[src/rtl/axis_audio_pkg.sv]
// Shared audio-stream defaults and width helpers for the framer, broadcaster and FFT stages.
package axis_audio_pkg;

    localparam int unsigned AUDIO_DATA_WIDTH   = 32;
    localparam int unsigned AUDIO_SAMPLE_WIDTH = 24;
    localparam int unsigned AUDIO_FRAME_LEN    = 1024;
    localparam int unsigned DROP_COUNT_WIDTH   = 16;

    // Bits needed to index 'value' entries (ceil(log2(value))).
    function automatic int unsigned clog2(input int unsigned value);
        int unsigned width;
        int unsigned span;
        width = 0;
        span  = 1;
        while (span < value) begin
            span  = span << 1;
            width = width + 1;
        end
        return width;
    endfunction

endpackage

[src/rtl/sync_fifo_fwft.sv]
// First-word-fall-through synchronous FIFO; head entry is visible on head_data while not empty.
module sync_fifo_fwft
    import axis_audio_pkg::*;
#(
    parameter int unsigned WIDTH = AUDIO_SAMPLE_WIDTH,
    parameter int unsigned DEPTH = 16,
    localparam int unsigned CNT_W = clog2(DEPTH) + 1
) (
    input  logic             clk,
    input  logic             rst,
    input  logic             push,
    input  logic [WIDTH-1:0] push_data,
    input  logic             pop,
    output logic [WIDTH-1:0] head_data,
    output logic             full,
    output logic             empty,
    output logic [CNT_W-1:0] count
);

    localparam int unsigned PTR_W = clog2(DEPTH);

    logic [WIDTH-1:0] mem [DEPTH];
    logic [PTR_W-1:0] rd_ptr;
    logic [PTR_W-1:0] wr_ptr;
    logic [CNT_W-1:0] count_next;
    logic             do_push;
    logic             do_pop;

    // A full FIFO still takes a write when the head leaves in the same cycle.
    assign do_pop  = pop && !empty;
    assign do_push = push && (!full || do_pop);

    assign head_data = mem[rd_ptr];

    always_comb begin
        count_next = count;
        if (do_push && !do_pop) begin
            count_next = count + CNT_W'(1);
        end else if (do_pop && !do_push) begin
            count_next = count - CNT_W'(1);
        end
    end

    always_ff @(posedge clk) begin
        if (rst) begin
            rd_ptr <= '0;
            wr_ptr <= '0;
            count  <= '0;
            empty  <= 1'b1;
            full   <= 1'b0;
        end else begin
            if (do_push) begin
                wr_ptr <= wr_ptr + PTR_W'(1);
            end
            if (do_pop) begin
                rd_ptr <= rd_ptr + PTR_W'(1);
            end
            count <= count_next;
            empty <= (count_next == CNT_W'(0));
            full  <= (count_next == CNT_W'(DEPTH));
        end
    end

    // Storage needs no reset; empty gates every read of it.
    always_ff @(posedge clk) begin
        if (do_push) begin
            mem[wr_ptr] <= push_data;
        end
    end

endmodule

[src/rtl/axis_sample_framer.sv]
// Buffers PCM samples into an AXI4-Stream with sign extension, TLAST framing and drop accounting.
module axis_sample_framer
    import axis_audio_pkg::*;
#(
    parameter int unsigned SAMPLE_WIDTH = AUDIO_SAMPLE_WIDTH,
    parameter int unsigned DATA_WIDTH   = AUDIO_DATA_WIDTH,
    parameter int unsigned FRAME_LEN    = AUDIO_FRAME_LEN,
    parameter int unsigned FIFO_DEPTH   = 16
) (
    input  logic                        AXIS_ACLK,
    input  logic                        AXIS_ARESET,
    input  logic [SAMPLE_WIDTH-1:0]     SAMPLE_DATA,
    input  logic                        SAMPLE_VALID,
    output logic [DATA_WIDTH-1:0]       M_AXIS_TDATA,
    output logic                        M_AXIS_TVALID,
    output logic                        M_AXIS_TLAST,
    input  logic                        M_AXIS_TREADY,
    output logic                        OVERFLOW,
    output logic [DROP_COUNT_WIDTH-1:0] DROP_COUNT,
    input  logic                        OVERFLOW_CLR
);

    localparam int unsigned BEAT_W = clog2(FRAME_LEN);
    localparam int unsigned CNT_W  = clog2(FIFO_DEPTH) + 1;
    localparam logic [BEAT_W-1:0]           LAST_BEAT = BEAT_W'(FRAME_LEN - 1);
    localparam logic [DROP_COUNT_WIDTH-1:0] DROP_MAX  = '1;

    logic [SAMPLE_WIDTH-1:0]     head_sample;
    logic                        fifo_full;
    logic                        fifo_empty;
    logic [CNT_W-1:0]            fifo_count;
    logic                        fifo_count_unused;
    logic                        handshake;
    logic                        accept;
    logic                        push;
    logic                        drop;
    logic [BEAT_W-1:0]           beat_q;
    logic                        overflow_q;
    logic                        overflow_d;
    logic [DROP_COUNT_WIDTH-1:0] drop_count_q;
    logic [DROP_COUNT_WIDTH-1:0] drop_count_d;

    assign handshake = M_AXIS_TVALID && M_AXIS_TREADY;
    assign accept    = !fifo_full || handshake;
    assign push      = SAMPLE_VALID && accept;
    assign drop      = SAMPLE_VALID && !accept;

    // Occupancy is carried by full/empty here; the raw count is only for observability.
    assign fifo_count_unused = ^fifo_count;

    sync_fifo_fwft #(
        .WIDTH (SAMPLE_WIDTH),
        .DEPTH (FIFO_DEPTH)
    ) u_fifo (
        .clk       (AXIS_ACLK),
        .rst       (AXIS_ARESET),
        .push      (push),
        .push_data (SAMPLE_DATA),
        .pop       (handshake),
        .head_data (head_sample),
        .full      (fifo_full),
        .empty     (fifo_empty),
        .count     (fifo_count)
    );

    // Zero the data bus while idle so reset and empty present a clean TDATA.
    assign M_AXIS_TVALID = !fifo_empty;
    assign M_AXIS_TDATA  = M_AXIS_TVALID ? DATA_WIDTH'($signed(head_sample)) : '0;
    assign M_AXIS_TLAST  = M_AXIS_TVALID && (beat_q == LAST_BEAT);

    always_ff @(posedge AXIS_ACLK) begin
        if (AXIS_ARESET) begin
            beat_q <= '0;
        end else if (handshake) begin
            beat_q <= (beat_q == LAST_BEAT) ? '0 : beat_q + BEAT_W'(1);
        end
    end

    // Clear applies first so that a same-cycle drop restarts the count at one.
    always_comb begin
        overflow_d   = overflow_q;
        drop_count_d = drop_count_q;
        if (OVERFLOW_CLR) begin
            overflow_d   = 1'b0;
            drop_count_d = '0;
        end
        if (drop) begin
            overflow_d = 1'b1;
            if (drop_count_d != DROP_MAX) begin
                drop_count_d = drop_count_d + DROP_COUNT_WIDTH'(1);
            end
        end
    end

    always_ff @(posedge AXIS_ACLK) begin
        if (AXIS_ARESET) begin
            overflow_q   <= 1'b0;
            drop_count_q <= '0;
        end else begin
            overflow_q   <= overflow_d;
            drop_count_q <= drop_count_d;
        end
    end

    assign OVERFLOW   = overflow_q;
    assign DROP_COUNT = drop_count_q;

endmodule

[config.mk]
export PLATFORM = sky130hd
export DESIGN_NAME = axis_sample_framer
export DESIGN_NICKNAME = d
export VERILOG_FILES = /design/src/rtl/axis_audio_pkg.sv /design/src/rtl/sync_fifo_fwft.sv /design/src/rtl/axis_sample_framer.sv
export SDC_FILE = /design/constraint.sdc
export NUM_CORES = 1
export LEC_CHECK = 0
export ABC_CLOCK_PERIOD_IN_PS = 9900
export CELL_PAD_IN_SITES_DETAIL_PLACEMENT = 0
export CELL_PAD_IN_SITES_GLOBAL_PLACEMENT = 1
export CORE_ASPECT_RATIO = 2
export CORE_MARGIN = 4
export CORE_UTILIZATION = 57
export CTS_CLUSTER_SIZE = 30
export DETAILED_ROUTE_END_ITERATION = 8
export PLACE_DENSITY = 0.95
export SYNTH_ARGS = -nofsm -noshare
export SYNTH_HDL_FRONTEND = slang
export SYNTH_HIERARCHICAL = 1
export SYNTH_SLANG_ARGS = --single-unit
[constraint.sdc]
create_clock -name AXIS_ACLK -period 9.9 [get_ports AXIS_ACLK]
set_input_delay 1.98 -clock AXIS_ACLK [delete_from_list [all_inputs] [get_ports AXIS_ACLK]]
set_output_delay 1.98 -clock AXIS_ACLK [all_outputs]
set_load 0.005 [all_outputs]
# Yosys cells after proc, flatten, opt, wreduce, memory -nomap -nowiden
# Memories as Yosys holds them, arrays and structs flattened. A register that Yosys moved wholly into a read port is not among the register bits.
# Cells that the tools add are included.
dict set report op_classes {
  add_sub_neg 6
  n_reduce_logical 17
  n_mux 13
  n_eq_ne 3
}
# cell n
set ops {}
lappend ops {{two-way mux 16 bit} 3}
lappend ops {{two-way mux 32 bit} 1}
lappend ops {{adder 16 x 1 -> 16 bit, second input constant} 1}
lappend ops {{!= test 16 bit, second input constant} 1}
lappend ops {{adder 10 x 1 -> 10 bit, second input constant} 1}
lappend ops {{== test 10 bit, second input constant} 1}
lappend ops {{two-way mux 10 bit} 1}
lappend ops {{two-way mux 5 bit} 2}
lappend ops {{adder 4 x 1 -> 4 bit, second input constant} 2}
lappend ops {{logical AND 1 bit} 8}
lappend ops {{two-way mux 4 bit} 2}
lappend ops {{adder 5 x 1 -> 5 bit, second input constant} 1}
lappend ops {{== test 5 bit, second input constant} 1}
lappend ops {{logical NOT 1 bit} 5}
lappend ops {{logical NOT 5 bit} 1}
lappend ops {{subtractor 5 x 1 -> 5 bit, second input constant} 1}
lappend ops {{two-way mux 1 bit} 4}
lappend ops {{logical OR 1 bit} 2}
lappend ops {{nonzero test 2 bit} 1}
dict set report word_totals {
  output_inout_bits 51
  input_bits 29
  regBits 42
  mem_count 1
  word_cells 48
  ram_bits 384
}
# name words width rd rd_ports_with_merged_regs wr line
set mem_list {}
lappend mem_list {u_fifo.mem 16 24 1 1 1 sync_fifo_fwft.sv:22} ;# logic [WIDTH-1:0] mem [DEPTH];

# Longest topological paths before layout
# Gate-level depths: netlist of run 1.
dict set report logic_depth {
  ltp_word 10
  ltp_mapped 10
  mapped_depth_nobuf 8
}

# Cells and area by module
# Netlist of run 1, hierarchy kept.
# module area_each_um2 instances cells_per_inst
set modules_own_cells {}
lappend modules_own_cells {sync_fifo_fwft 15399.8 1 648}
lappend modules_own_cells {axis_sample_framer 1635.3 1 200}

# Worst setup path before layout of run 1
# Ideal clock, no wire load.
dict set report synth_path {
  path_type {input -> register}
  start {in M_AXIS_TREADY}
  end {mem u_fifo/mem[7][0] (netlist bit), enable pin}
  setup_ps 440
  stages 7
  arrival_time_ps 4774
  t_required_ps 9460
  slack_ps 4686
  n_path_buf 1
  path_cell_list {nand2_4 > inv_2 > buf_2 > nand2b_1 > a21boi_1 > nand2_1 > nor3b_1}
}
dict set report synth_via {
  elab_chain_cells 6
  elab_cells_between_ends 8
  cone_classes {mux (2); reduce/logical (6)}
}
# item line
set synth_rtl {}
lappend synth_rtl {{start: declaration} axis_sample_framer.sv:17} ;# input logic M_AXIS_TREADY,
lappend synth_rtl {{logical AND 1 bit (*)} axis_sample_framer.sv:43} ;# assign handshake = M_AXIS_TVALID && M_AXIS_TREADY;
lappend synth_rtl {{net handshake} axis_sample_framer.sv:33} ;# logic handshake;
lappend synth_rtl {{logical OR 1 bit / logical AND 1 bit (equally long branches)} {axis_sample_framer.sv:44, sync_fifo_fwft.sv:30}}
lappend synth_rtl {{logical AND 1 bit / logical OR 1 bit (equally long branches)} {axis_sample_framer.sv:45, sync_fifo_fwft.sv:31}}
lappend synth_rtl {{logical AND 1 bit (*)} sync_fifo_fwft.sv:31} ;# assign do_push = push && (!full || do_pop);
lappend synth_rtl {{two-way mux 1 bit (*)} sync_fifo_fwft.sv:66} ;# if (do_push) begin
lappend synth_rtl {{two-way mux 1 bit (not written as such) (*)} sync_fifo_fwft.sv:67} ;# mem[wr_ptr] <= push_data;
lappend synth_rtl {{end: declaration} sync_fifo_fwft.sv:22}
# Mark *: on every way through the listed nets, which the timed path passes. The rest lies on a longest branch.

==> results of run 1 <==
[where the power goes]
part | switching [mW] | internal, mW
clock | 0.640 | 0.898
combinational | 0.106 | 0.114
sequential | 0.0216 | 2.00
total | 0.768 | 3.01
[registers in the layout, summed over array words and instances, names as in the netlist, named ones only]
| name | count |
|---|---|
| u_fifo/mem | 384 |
| DROP_COUNT | 16 |
| beat_q | 10 |
| u_fifo/count | 5 |
| u_fifo/rd_ptr | 4 |
| u_fifo/wr_ptr | 4 |
| OVERFLOW | 1 |
| u_fifo/empty | 1 |
| u_fifo/full | 1 |
[cell families after synthesis]
logic type	synth area share
flip-flops	0.731
XOR/XNOR	0.0113
AND/OR/NAND/NOR	0.0566
AO/OA/AOI/OAI	0.0145
buffers and inverters	0.0192
multiplexers	0.161
adder cells (fa/ha/maj)	0.00661
[area by class of cell]
type / instances / area [um^2]
Sequential cell: 430 / 12500
Fill cell: 1838 / 10100
Multi-Input combinational cell: 359 / 4270
Timing Repair Buffer: 102 / 963
Clock buffer: 41 / 940
Tap cell: 364 / 455
Clock inverter: 20 / 337
Inverter: 9 / 33.8
[per-layer routing]
| layer | share of wire | up-vias |
|---|---|---|
| met5 | 0 | - |
| met4 | 0.023 | 0 |
| met3 | 0.072 | 62 |
| met2 | 0.55 | 389 |
| met1 | 0.35 | 4428 |
| li1 | - | 3603 |
[per-stage QoR]
stage	power (mW)	worst slack (ps)
after floorplan	2.18	4690
after CTS	3.81	3440
after global placement	2.27	4060
final	3.78	3580
after global routing	3.90	3210
after detailed placement	2.28	3990
[path summary, 6_finish.rpt]
| check | startpoint | endpoint | slack, ps | depth (start not counted) |
|---|---|---|---|---|
| worst max-delay path | register | M_AXIS_TDATA[19] | 3580 | 6 |
| worst min-delay path | beat_q[1]$_SDFFE_PP0P_ | beat_q[1]$_SDFFE_PP0P_ | 470 | 2 |
| worst max register to register | u_fifo/empty$_SDFF_PP1_ | u_fifo/mem[7][22]$_DFFE_PP_ | 5390 | 8 |
| worst min register to register | beat_q[1]$_SDFFE_PP0P_ | beat_q[1]$_SDFFE_PP0P_ | 470 | 2 |
[worst min-delay path, stage by stage, from the launching register on]
cell and delay (ps):
dfxtp_1 330, nand2_1 60, a21oi_1 50
[cell usage in the layout, fill, tap and decap left out, drive strengths merged, types with 16 or more instances in the layout]
master / instances
dfxtp: 46
edfxtp: 384
nor2b: 29
buf: 23
mux4: 120
nor2: 35
clkdlybuf4s50: 79
a21oi: 16
nand2: 27
clkbuf: 41
==> metrics.txt, run 1 <==
first drt pass iteration count=5; synth warn=6; vias in the first global route=8,806; Setup Viol. Count Final=0; RSZ-0062 raised after global routing=false; routed via count=8,482; clk sinks=430; Initial Util=0.577; slowest cell on the critical path=dfxtp_4; register area share after synthesis=0.731; count leader, synth=edfxtp_1; syn nets=886; synthesis-stage register bit count=430; peak fanout along the critical path=33; standard-cell row count=89; DR vias/cell=6.40; GR Util met2=0.406; antenna violations before repair=0; clk_lat worst skew=550 ps; total track usage=0.231; crit path DAT=4340 ps; IO buf count=79; Netlist cell types=55; wire per inst=27.4 um; Syn Inst Count=848; Post-Syn Area=0.0170 mm^2; pwr dens=194 mW/mm^2; Antenna Nets Post-Route=0; layout cells sized above 1=0.227; placeable core area=0.0295 mm^2; Max Cap Violations=0; Synth area leaders=edfxtp_1 (68%), mux4_2 (16%), dfxtp_1 (5.4%); CP max stage delay=760 ps; Post-synth EDFFs=384; crit path time final=6320 ps; Worst Skew=30.2 ps; CP cell instances=buf_4 -> buf_4 -> mux4_2 -> mux4_2 -> nor2b_1 -> clkdlybuf4s50_1; cells resized by post-CTS repair=0; CTS tree=done; Critical Path Source Type=register; Top Family by Delay on Critical Path=buffers and inverters; Synth Area per Inst=20.1 um^2; # hold bufs at CTS=0; hold crit path type=reg -> reg; Final GP Congestion=0.809; peak supply drop=245 uV; post-place instance area=0.0182 mm^2; Critical Path End Type=output port; GR Overflow Total=0; die footprint=0.0329 mm^2; total wire length=36,300 um; CTS H-tree depth=2; critical path class=reg -> out; Slew headroom=0.264; worst path buffer plus inverter count=3; Yosys top cell area share=0.677; Die Height=252 um; status=finished clean; Core Util, Final=0.659; CTS root buf=clkbuf_16; IO Pins=80; number of inserted diodes=0; setup TNS=0 ps; # DRC=0; largest net degree at the start of global routing=65; Final period util=0.639; Leakage=6.07 nW; Fmax=158 MHz; final hold slack=473 ps; 1st-iter DRT viols=767; CP required=7920 ps; HPWL Detailed=20,700 um; post-synth top area cell=edfxtp_1; final net count=975; most used routing layer=met2; top post-synthesis cells by count=edfxtp_1 (384), mux4_2 (120), dfxtp_1 (46); first-pass GRT wire length=55,500 um; commonest register cell after synthesis=edfxtp_1; slew at the pin closest to its max-slew limit=1100 ps; final cell count without fillers=1,325; final number of hold-violating endpoints=0; Die X=130 um; Final Cell Area=0.0195 mm^2; Longest Clk Path Bufs=3; Reg clk slew, reported paths=70 ps; Async SR Flop Fraction=0; area grow syn2layout=14.2%; postcts setup bufs=0; M3 GR Usage=0.0372; Max Slew Vio Count=0; placed insts=1,264; TritonCTS Buffers=35; met1 Track Usage GR=0.296
No activity file was read; power rests on OpenSTA's default activity.
==> run 2, diff against run 1 <==
--- a/config.mk
+++ b/config.mk
@@ -5,15 +5,15 @@
 export SDC_FILE = /design/constraint.sdc
 export NUM_CORES = 1
 export LEC_CHECK = 0
-export ABC_CLOCK_PERIOD_IN_PS = 9900
+export ABC_CLOCK_PERIOD_IN_PS = 6150
 export CELL_PAD_IN_SITES_DETAIL_PLACEMENT = 0
 export CELL_PAD_IN_SITES_GLOBAL_PLACEMENT = 1
 export CORE_ASPECT_RATIO = 2
 export CORE_MARGIN = 4
-export CORE_UTILIZATION = 57
+export CORE_UTILIZATION = 53
 export CTS_CLUSTER_SIZE = 30
 export DETAILED_ROUTE_END_ITERATION = 8
-export PLACE_DENSITY = 0.95
+export PLACE_DENSITY = 0.91
 export SYNTH_ARGS = -nofsm -noshare
 export SYNTH_HDL_FRONTEND = slang
 export SYNTH_HIERARCHICAL = 1
==> constraint.sdc (replaced) <==
create_clock -name AXIS_ACLK -period 6.15 [get_ports AXIS_ACLK]
set_input_delay 1.23 -clock AXIS_ACLK [delete_from_list [all_inputs] [get_ports AXIS_ACLK]]
set_output_delay 1.23 -clock AXIS_ACLK [all_outputs]
set_load 0.005 [all_outputs]
==> metrics.txt, run 2 (synthesis results as in run 1) <==
Critical Path End Type=output port (unchanged); Antenna Nets Post-Route=0 (unchanged); crit path time final=4830 ps; first drt pass iteration count=5 (unchanged); wire per inst=26.6 um (was 27.4 um); Longest Clk Path Bufs=3 (unchanged); CTS H-tree depth=2 (unchanged); RSZ-0062 raised after global routing=false (unchanged); Final period util=0.785; CTS tree=done (unchanged); peak supply drop=258 uV (was 245 uV); setup TNS=0 ps (unchanged); crit path DAT=3600 ps (was 4340 ps); IO buf count=79 (unchanged); pwr dens=304 mW/mm^2 (was 194 mW/mm^2); TritonCTS Buffers=36 (was 35); commonest non-fill, non-tap cell in the layout=edfxtp_1 (unchanged); Leakage=6.05 nW (was 6.07 nW); FF-to-FF path depth=7 (was 8); final net count=980 (was 975); critical path class=reg -> out (unchanged); cells resized by post-CTS repair=0 (unchanged); Top reg by flops=u_fifo/mem (unchanged); total track usage=0.216 (was 0.231); 1st-iter DRT viols=728 (was 767); postcts setup bufs=0 (unchanged); first-pass GRT wire length=55,700 um (was 55,500 um); GR Overflow Total=0 (unchanged); routed via count=8,549 (was 8,482); Critical Path Source Type=register (unchanged); final cell count without fillers=1,394 (was 1,325); # fillers=2,122 (was 1,838); # DRC=0 (unchanged); area grow syn2layout=14.4% (was 14.2%); CP Depth=5 (was 6); HPWL Detailed=22,500 um (was 20,700 um); placed insts=1,327 (was 1,264); antenna violations before repair=1 (was 0); status=finished clean (unchanged); Max Slew Vio Count=0 (unchanged); CP cell instances=buf_4 -> mux4_2 -> mux4_2 -> nor2b_1 -> clkdlybuf4s50_1 (was buf_4 -> buf_4 -> mux4_2 -> mux4_2 -> nor2b_1 -> clkdlybuf4s50_1); commonest cells after routing, fill and taps aside=edfxtp_1 (384), mux4_2 (120), clkdlybuf4s50_1 (79) (unchanged); overall power=5.92 mW (was 3.78 mW); Max Cap Violations=0 (unchanged); largest net degree at the start of global routing=64 (was 65); IO Pins=80 (unchanged); vias in the first global route=8,848 (was 8,806); Die X=135 um (was 130 um); Setup Viol. Count Final=0 (unchanged); CP dominant cell by count=mux4_2; Worst Skew=19.0 ps (was 30.2 ps); slowest cell on the critical path=dfxtp_4 (unchanged); Die Height=262 um (was 252 um); Reg clk slew, reported paths=60 ps (was 70 ps); DR vias/cell=6.13 (was 6.40); clk sinks=430 (unchanged); CP max stage delay=760 ps (about the same); Fmax=207 MHz; standard-cell row count=92 (was 89); CP required=4920 ps (was 7920 ps); worst path buffer plus inverter count=2 (was 3); Initial Util=0.538 (was 0.577); max reg flops=384 (unchanged); layout cells sized above 1=0.220 (was 0.227); Final GP Congestion=0.782 (was 0.809); CTS root buf=clkbuf_16 (unchanged); clk_lat worst skew=530 ps (was 550 ps); Slew headroom=0.210 (was 0.264); # hold bufs at CTS=0 (unchanged); Hold Path Cell Cnt=2 (unchanged); pre-CTS setup slack=992 ps (was 3990 ps); peak fanout along the critical path=30 (was 33); hold crit path type=reg -> reg (unchanged); final number of hold-violating endpoints=0 (unchanged); die footprint=0.0352 mm^2 (was 0.0329 mm^2); final setup margin=1320 ps (was 3580 ps); slew at the pin closest to its max-slew limit=1180 ps (was 1100 ps); placeable core area=0.0317 mm^2 (was 0.0295 mm^2); Top Family by Delay on Critical Path=multiplexers (was buffers and inverters); total wire length=37,100 um (was 36,300 um)
-- run 2: cell count changes in the layout (fill, tap and decap cells not counted), moves of 3 or more --
cell,previous run,this run
clkinv_1,1,10
clkbuf_1,3,8
bufinv_16,8,4
buf_4,23,26
clkinv_4,3,0
-- run 2: final timing paths --
path                            slack, ps                     endpoint                    start
worst max-delay path                 1320             M_AXIS_TDATA[14]                 register
worst min-delay path                  490       beat_q[1]$_SDFFE_PP0P_   beat_q[1]$_SDFFE_PP0P_
worst max register to register       2180  u_fifo/mem[3][12]$_DFFE_PP_  u_fifo/empty$_SDFF_PP1_
worst min register to register        490       beat_q[1]$_SDFFE_PP0P_   beat_q[1]$_SDFFE_PP0P_
-- run 2: power by group --
part	total (mW)	switching (mW)	internal (mW)
clock network	2.30	0.999	1.30
logic	0.367	0.181	0.186
registers	3.25	0.0297	3.22
total	5.92	1.21	4.71
-- run 2: final cells by class --
class                      instances  area [um^2]  share of cell area
sequential                       430        12500               0.640
multi-input combinational        359         4270               0.219
timing repair buffer             106         1010              0.0516
clock buffer                      46          981              0.0504
tap                              423          529              0.0272
clock inverter                    20          201              0.0103
inverter                           9         33.8             0.00173
antenna                            1         2.50            0.000128
-- run 2: metal layers --
| layer | track usage | vias to the layer above | wire, um |
|---|---|---|---|
| li1 | - | 3621 | - |
| met1 | 0.259 | 4478 | 12800 |
| met2 | 0.393 | 374 | 20900 |
| met3 | 0.0346 | 76 | 2370 |
| met4 | 0.0776 | 0 | 1080 |
| met5 | 0 | - | 0 |
-- run 2: tightest hold or removal path: stages (launching register included) --
cell	delay (ps)
dfxtp_1	330
nand2_1	70
a21oi_1	50
-- run 2: per-stage QoR --
stage / area (um^2) / util / hold WS (ps)
5_1_grt: 19500 / 0.615 / 514
3_5_place_dp: 18300 / 0.578 / 485
2_1_floorplan: 17000 / - / 444
4_1_cts: 19500 / 0.615 / 496
6_report: 19500 / 0.615 / 493
3_3_place_gp: 18300 / 0.578 / 465
